==> src/rtl/ahb_arbiter_nm.sv <==
// N-master AHB arbiter: fixed-priority or round-robin grant, fixed-burst / INCR / locked-sequence protection.
// Hgrant moves on arbitration edges; Hmaster/Hmastlock follow one accepted (Hready=1) edge later.
module ahb_arbiter_nm #(
  parameter int NUM_MASTERS    = 4,
  parameter int MODE           = 1,
  parameter int DEFAULT_MASTER = 0,
  parameter int MW             = $clog2(NUM_MASTERS)
) (
  input  logic                   Hclk,
  input  logic                   Hresetn,
  input  logic [NUM_MASTERS-1:0] Hreq,
  input  logic [NUM_MASTERS-1:0] Hlock,
  input  logic                   Hready,
  input  logic [1:0]             Htrans,
  input  logic [2:0]             Hburst,
  output logic [NUM_MASTERS-1:0] Hgrant,
  output logic [MW-1:0]          Hmaster,
  output logic                   Hmastlock
);

  localparam logic [1:0] TR_IDLE   = 2'd0;
  localparam logic [1:0] TR_BUSY   = 2'd1;
  localparam logic [1:0] TR_NONSEQ = 2'd2;
  localparam logic [1:0] TR_SEQ    = 2'd3;
  localparam logic [2:0] BU_INCR   = 3'd1;

  localparam logic [MW-1:0]          DEF_IDX    = MW'(DEFAULT_MASTER);
  localparam logic [NUM_MASTERS-1:0] DEF_ONEHOT = NUM_MASTERS'(1) << DEFAULT_MASTER;

  typedef enum logic [1:0] {
    ST_OPEN,
    ST_BURST,
    ST_INCR_HOLD,
    ST_LOCKED
  } state_t;

  state_t                   state_reg, state_next;
  logic [4:0]               cnt_reg, cnt_next;
  logic [NUM_MASTERS-1:0]   grant_reg;
  logic [MW-1:0]            grant_idx_reg;
  logic [MW-1:0]            hmaster_reg;
  logic                     hmastlock_reg;
  logic [MW-1:0]            rr_ptr_reg;

  logic                     owner_req, owner_lock;
  logic                     incr_next, arb_point;
  logic [NUM_MASTERS-1:0]   above_ptr, req_above;
  logic [MW-1:0]            winner;
  logic [NUM_MASTERS-1:0]   winner_onehot;

  // The grant holder is the "owner" for hold/lock decisions.
  assign owner_req  = Hreq[grant_idx_reg];
  assign owner_lock = Hlock[grant_idx_reg];

  function automatic logic [MW-1:0] lowest_set(input logic [NUM_MASTERS-1:0] v);
    lowest_set = DEF_IDX;
    for (int k = NUM_MASTERS - 1; k >= 0; k--) begin
      if (v[k]) lowest_set = MW'(k);
    end
  endfunction

  generate
    for (genvar gi = 0; gi < NUM_MASTERS; gi++) begin : g_master
      assign above_ptr[gi]     = (MW'(gi) > rr_ptr_reg);
      assign winner_onehot[gi] = (winner == MW'(gi));
    end
  endgenerate

  assign req_above = Hreq & above_ptr;

  // Remaining address phases of a fixed-length burst.
  always_comb begin
    cnt_next = cnt_reg;
    case (Htrans)
      TR_IDLE: cnt_next = 5'd0;
      TR_BUSY: cnt_next = cnt_reg;
      TR_NONSEQ: begin
        case (Hburst)
          3'd2, 3'd3: cnt_next = 5'd3;
          3'd4, 3'd5: cnt_next = 5'd7;
          3'd6, 3'd7: cnt_next = 5'd15;
          default:    cnt_next = 5'd0;
        endcase
      end
      default: cnt_next = (cnt_reg == 5'd0) ? 5'd0 : cnt_reg - 5'd1;
    endcase
  end

  always_comb begin
    state_next = ST_OPEN;
    incr_next  = 1'b0;
    case (Htrans)
      TR_NONSEQ:      incr_next = (Hburst == BU_INCR);
      TR_SEQ, TR_BUSY: incr_next = (state_reg == ST_INCR_HOLD);
      default:        incr_next = 1'b0;
    endcase
    if (owner_lock)
      state_next = ST_LOCKED;
    else if (cnt_next != 5'd0)
      state_next = ST_BURST;
    else if (incr_next && owner_req)
      state_next = ST_INCR_HOLD;
  end

  assign arb_point = Hready && (state_next == ST_OPEN);

  // Round robin: first requester above the pointer, else wrap to the lowest requester.
  always_comb begin
    winner = DEF_IDX;
    if (|Hreq) begin
      if (MODE == 0)
        winner = lowest_set(Hreq);
      else if (|req_above)
        winner = lowest_set(req_above);
      else
        winner = lowest_set(Hreq);
    end
  end

  always_ff @(posedge Hclk or negedge Hresetn) begin
    if (!Hresetn) begin
      state_reg     <= ST_OPEN;
      cnt_reg       <= 5'd0;
      grant_reg     <= DEF_ONEHOT;
      grant_idx_reg <= DEF_IDX;
      hmaster_reg   <= DEF_IDX;
      hmastlock_reg <= 1'b0;
      rr_ptr_reg    <= DEF_IDX;
    end else if (Hready) begin
      state_reg     <= state_next;
      cnt_reg       <= cnt_next;
      hmaster_reg   <= grant_idx_reg;
      hmastlock_reg <= owner_lock;
      if (arb_point) begin
        grant_reg     <= winner_onehot;
        grant_idx_reg <= winner;
        if (|Hreq) rr_ptr_reg <= winner;
      end
    end
  end

  assign Hgrant    = grant_reg;
  assign Hmaster   = hmaster_reg;
  assign Hmastlock = hmastlock_reg;

endmodule

==> config.mk <==
export PLATFORM = sky130hd
export DESIGN_NAME = ahb_arbiter_nm
export DESIGN_NICKNAME = d
export VERILOG_FILES = /design/src/rtl/ahb_arbiter_nm.sv
export SDC_FILE = /design/constraint.sdc
export NUM_CORES = 1
export LEC_CHECK = 0
export CORE_MARGIN = 3
export CORE_UTILIZATION = 50
export CTS_BUF_LIST = sky130_fd_sc_hd__clkbuf_2
export DETAILED_ROUTE_END_ITERATION = 8
export DONT_BUFFER_PORTS = 1
export PLACE_DENSITY = 0.62
export SETUP_SLACK_MARGIN = 0.3
export SLEW_MARGIN = 30
export SYNTH_ARGS = -nofsm -noshare
export SYNTH_HDL_FRONTEND = slang
export SYNTH_SLANG_ARGS = --single-unit
==> constraint.sdc <==
create_clock -name Hclk -period 4.11 [get_ports Hclk]
set_clock_uncertainty 0.2 [all_clocks]
set_input_delay 0.411 -clock Hclk [delete_from_list [all_inputs] [get_ports Hclk]]
set_output_delay 0.411 -clock Hclk [all_outputs]
set_load 0.05 [all_outputs]
# ---- Yosys cells after proc, flatten, opt, wreduce, memory -nomap -nowiden
# Cells that the tools add are included.
dict set report totals {
  register_bits 18
  latchBits 0
  output_inout_bits 7
  elab_cells 64
  mem_bits_ro 0
  mem_count 0
  mem_bits_rw 0
}
dict set report classes {
  mux 21
  reduce_logical 15
  addsub 1
  n_bitwise 1
  magnitude_cmp 5
  div 0
  eq_ne 14
  n_shift 0
  mul 0
}
# op n
set op_table {}
lappend op_table {{two-way mux 2 bit} 13}
lappend op_table {{case mux 5 bit (3 select lines)} 1}
lappend op_table {{== test 3 bit (second input constant)} 4}
lappend op_table {{case mux 4 bit (3 select lines)} 1}
lappend op_table {{== test 2 bit (second input constant)} 5}
lappend op_table {{OR reduction 2 bit} 4}
lappend op_table {{OR reduction 4 bit} 2}
lappend op_table {{== test 3 x 2 -> 1 bit (second input constant)} 2}
lappend op_table {{logical NOT 2 bit} 3}
lappend op_table {{logical NOT 5 bit} 1}
lappend op_table {{two-way mux 5 bit} 1}
lappend op_table {{nonzero test 5 bit} 1}
lappend op_table {{subtractor 5 x 1 -> 5 bit (second input constant)} 1}
lappend op_table {{AND 4 bit} 1}
lappend op_table {{binary-select mux 1 bit (select 2 bit)} 2}
lappend op_table {{== test 2 x 1 -> 1 bit (second input constant)} 2}
lappend op_table {{greater-than comparator 1 x 2 -> 1 bit (first input constant)} 2}
lappend op_table {{greater-than comparator 2 bit (first input constant)} 2}
lappend op_table {{== test 3 x 1 -> 1 bit (second input constant)} 1}
lappend op_table {{< comparator 2 x 3 -> 1 bit (second input constant)} 1}
lappend op_table {{AND reduction 3 bit} 1}
lappend op_table {{logical AND 1 bit} 2}
lappend op_table {{two-way mux 1 bit} 2}
lappend op_table {{case mux 1 bit (2 select lines)} 1}
lappend op_table {{AND reduction 2 bit} 1}

# ---- Longest topological paths before layout
dict set report depth {
  depth_word 10
  ltp_mapped 7
}

# ---- Worst setup path after synthesis
# No wires, ideal clock.
dict set report synth_path {
  path_kind {register -> register}
  start {register cnt_reg[0]}
  end {register grant_idx_reg[0]}
  period_less_slack_ps 2221
  setup_slack_ps 1889
  t_arrival_ps 1896
  stages_incl_launch_ff 8
  path_cell_list {dfrtp_1 > inv_1 > ha_1 > or2b_2 > xnor2_1 > o32ai_4 > nand3_4 > mux2_4}
}
dict set report synth_via {
  elab_chain_len 9
  word_cells_on_any_way 10
  cone_classes {add/sub (1); mux (4); reduce/logical (5)}
}
# item line_no
set synth_lines {}
lappend synth_lines {{from (decl)} 38} ;# logic [4:0] cnt_reg, cnt_next;
lappend synth_lines {{from (signal assigned)} 131} ;# cnt_reg <= cnt_next;
lappend synth_lines {{subtractor 5 x 1 -> 5 bit / logical NOT 5 bit (equally long branches)} 85} ;# default: cnt_next = (cnt_reg == 5'd0) ? 5'd0 : cnt_reg - 5'd1;
lappend synth_lines {{two-way mux 5 bit} 85}
lappend synth_lines {{case mux 5 bit (3 select lines) *} 74} ;# case (Htrans)
lappend synth_lines {{nonzero test 5 bit *} 99} ;# else if (cnt_next != 5'd0)
lappend synth_lines {{two-way mux 2 bit *} 99}
lappend synth_lines {{two-way mux 2 bit *} 97} ;# if (owner_lock)
lappend synth_lines {{logical NOT 2 bit *} 105} ;# assign arb_point = Hready && (state_next == ST_OPEN);
lappend synth_lines {{logical AND 1 bit *} 105}
lappend synth_lines {{AND reduction 2 bit (no source line) *} --}
lappend synth_lines {{to (signal assigned)} 136} ;# grant_idx_reg <= winner;
lappend synth_lines {{to (decl)} 40} ;# logic [MW-1:0] grant_idx_reg;
# Mark *: on every way between the ends. The rest lies on a longest branch, timed or not.
# A chain may end at the register's enable or synchronous reset.

# ---- Final worst setup path
# Ends and elaborated chain as after synthesis.

==> key figures <==
Power
  – Peak supply drop: 0.000472 V
  – Leakage power: 0.576 nW
  – PD cells: 618 nW/um^2

Yosys
  – Avg Cell Area, Syn: 9.86 um^2
  – Number of synthesized flops with an enable pin: 0
  – Post-synthesis async set-or-reset flop share: 100%
  – Yosys warnings: 0
  – Cell count after synthesis: 127
  – Syn nets: 145
  – #FFs+latches synth: 18
  – Cell variety after synth: 52
  – Mapped cell area: 1250 um^2
  – Seq/Total Area, Yosys: 36.1%
  – Main synth FF type: dfrtp_1

Timing
  – Final Cycle Share: 58.9%
  – Fmax achieved: 413 MHz
  – Slew Viols, Final: 0
  – Setup WS post-layout: 1690 ps
  – Setup violations, final: 0
  – Rel. slew slack: 43.4%
  – Crit path time final: 2420 ps
  – Slew @ Worst Pin: 846 ps
  – Setup tns final: 0 ps
  – Final Hold Viols: 0
  – Unrepaired setup endpoints after global routing: no

Hold path
  – Worst min path class: in2reg
  – Hold Path Origin: Hready
  – Worst Hold End: state_reg[1]$_DFFE_PN0P_
  – Hold Crit Depth: 2

Clock network
  – Hold-fix buffers, CTS: 3
  – Clock Sinks: 18
  – TritonCTS Buffers: 3
  – Longest Clk Path Bufs: 2
  – TritonCTS clock tree: yes
  – Reg clk slew, reported paths: 190 ps
  – Post-CTS Setup Bufs: 0
  – Clock root cell: clkbuf_2
  – Cts repair resizes: 0
  – H-tree Lvls: 1
  – Worst-Skew Late Latency: 320 ps

Worst setup path
  – Setup crit end kind: flip-flop
  – RR Startpoint: cnt_reg[0]$_DFFE_PN0P_
  – Worst r2r path cells: 7
  – Cells along the critical path: inv_1, ha_1, or2b_2, xnor2_1, o32ai_4, nand3_4, mux2_4
  – Arr. time, crit path: 2430 ps
  – Crit path max fanout: 8
  – R2r setup slk: 1690 ps
  – CP top delay family: simple AND/OR/NAND/NOR gates
  – Req. time, crit path: 4120 ps
  – RR Endpoint: grant_idx_reg[0]$_DFFE_PN0P_
  – Critical path's slowest cell: dfrtp_1
  – WS Path Type: reg2reg
  – CP peak stage delay: 460 ps
  – WP buf/inv: 1
  – Critical path origin: cnt_reg[0]$_DFFE_PN0P_
  – Critical path startpoint category: flip-flop

Detailed routing
  – Wire length per cell: 16.7 um
  – Detailed Routing Iterations Pass 1: 4
  – Vias per cell: 6.22
  – Routed WL: 2630 um
  – DRT iter0 DRCs: 16
  – Number of remaining DRC errors: 0
  – DR vias: 983
  – Final ANT Viol Nets: 0

Global routing
  – Vias in the first global route: 970
  – M1 GR Usage: 20.1%
  – Busiest grt layer: met2
  – Grt met2 use: 30.1%
  – Initial antenna violation count: 0
  – Grt ovf: 0
  – Global-route wire length before repair: 4340 um
  – GR Util met3: 3.02%
  – GRT Total Usage: 17.4%
  – Largest net degree at the start of global routing: 19

Layout
  – Multi-input gate area: 733 um^2
  – Register area: 452 um^2
  – Final Non-Filler Cells: 158
  – Final net count: 149
  – Area Growth Syn to Fin: 4.30%
  – Share of layout cells above drive strength 1: 16.9%
  – FILL cells: 211
  – Largest register FFs: 5
  – Ant diodes: 0

Floorplan
  – DIE HEIGHT: 56.1 um
  – Die X-Extent: 56.1 um
  – Die footprint: 3140 um^2
  – # rows: 17
  – IO Count: 23
  – Starting density of the core: 54.5%
  – Core area: 2300 um^2

Placed design
  – Port bufs: 0
  – Post-place setup slack: 1700 ps
  – Dpl hpwl: 1980 um
  – Cells after DPL: 151
  – RePlAce Congestion: 0.755

Flow run
  – Max Cap Viol: 0

Status
  – Status: finished, final reports clean
[through the flow]
stage          hold slack [ps]  util (%)  power, mW  area [um^2]
3_5_place_dp             -84.2      54.7      0.729         1260
3_3_place_gp             -84.2      54.7      0.715         1260
2_1_floorplan            -84.6         -      0.677         1250
6_report                  16.9      56.9      0.807         1310
5_1_grt                   6.73      56.9      0.861         1310
4_1_cts                   10.1      56.9      0.815         1310
[worst max-delay path by stage]
stage	slack (ps)	cells past startpoint	end
after floorplan	1890	7	grant_idx_reg[0]$_DFFE_PN0P_
after global placement	1790	7	grant_idx_reg[0]$_DFFE_PN0P_
after detailed placement	1700	7	grant_idx_reg[1]$_DFFE_PN0P_
after CTS	1680	7	grant_idx_reg[0]$_DFFE_PN0P_
after global routing	1590	7	grant_idx_reg[0]$_DFFE_PN0P_
final	1690	7	grant_idx_reg[0]$_DFFE_PN0P_
[synthesized netlist by cell type, types with 2 or more instances]
| cell | count | area [um^2] |
|---|---|---|
| dfrtp_1 | 17 | 425 |
| inv_1 | 10 | 37.5 |
| nor2_1 | 10 | 37.5 |
| nand2_1 | 9 | 33.8 |
| o21ai_0 | 7 | 35.0 |
| a21oi_1 | 6 | 30.0 |
| mux2i_1 | 4 | 40.0 |
| o22ai_1 | 4 | 25.0 |
| mux2_2 | 3 | 33.8 |
| mux2_4 | 3 | 45.0 |
| a21o_1 | 2 | 15.0 |
| a22o_1 | 2 | 17.5 |
| a31oi_1 | 2 | 12.5 |
| ha_1 | 2 | 25.0 |
| nand2b_1 | 2 | 12.5 |
| nand3_1 | 2 | 10.0 |
| nand4_1 | 2 | 12.5 |
| nor2b_1 | 2 | 12.5 |
| nor3_1 | 2 | 10.0 |
| o211a_1 | 2 | 20.0 |
| o221ai_1 | 2 | 17.5 |
| o2bb2ai_1 | 2 | 17.5 |
[where the power goes]
group          switching [mW]  leakage, nW  internal [mW]
Clock                  0.0582       0.0140         0.0212
Combinational           0.136        0.344          0.158
Sequential              0.189        0.218          0.245
[logic make-up (layout without fill, tap and decap cells)]
| logic type | Yosys count | count (layout) | synth area share, % |
|---|---|---|---|
| AND/OR/NAND/NOR | 43 | 43 | 21.7 |
| AO/OA/AOI/OAI | 37 | 37 | 22.0 |
| flip-flops | 18 | 18 | 36.1 |
| buffers and inverters | 14 | 17 | 5.39 |
| multiplexers | 12 | 12 | 12.2 |
| adder cells (fa/ha/maj) | 2 | 2 | 2.00 |
| XOR/XNOR | 1 | 1 | 0.699 |
[layer usage]
metal / share of wire [%] / vias up
met4: 3.0 / 0
met1: 42 / 488
met5: 0 / -
met3: 2.8 / 9
li1: - / 471
met2: 53 / 15
[cell usage in the layout, fill, tap and decap left out, types with 3 or more instances in the layout]
| master | netlist | routed |
|---|---|---|
| o22ai_1 | 4 | 4 |
| o21ai_0 | 7 | 7 |
| clkbuf_2 | 1 | 3 |
| inv_1 | 10 | 10 |
| mux2_2 | 3 | 3 |
| nor2_1 | 10 | 10 |
| mux2i_1 | 4 | 4 |
| dlygate4sd3_1 | 0 | 3 |
| nand2_1 | 9 | 9 |
| a21oi_1 | 6 | 6 |
| dfrtp_1 | 17 | 17 |
| mux2_4 | 3 | 3 |
[worst reg2reg max path, delay by kind of cell (launching register included)]
| kind | cells | cell delay [ps] |
|---|---|---|
| compound gates | 1 | 330 |
| xor+xnor | 1 | 180 |
| simple gates | 2 | 570 |
| buf+inv | 1 | 100 |
| flops | 1 | 460 |
| fa+ha+maj | 1 | 170 |
| mux | 1 | 340 |
[layout make-up]
cell class,instances,share of cell area (%)
Clock buffer,3,1.15
Clock inverter,1,0.287
Inverter,10,2.87
Multi-Input combinational cell,95,56.1
Sequential cell,18,34.6
Tap cell,28,2.68
Timing Repair Buffer,3,2.30
No activity file was read; power rests on OpenSTA's default activity.
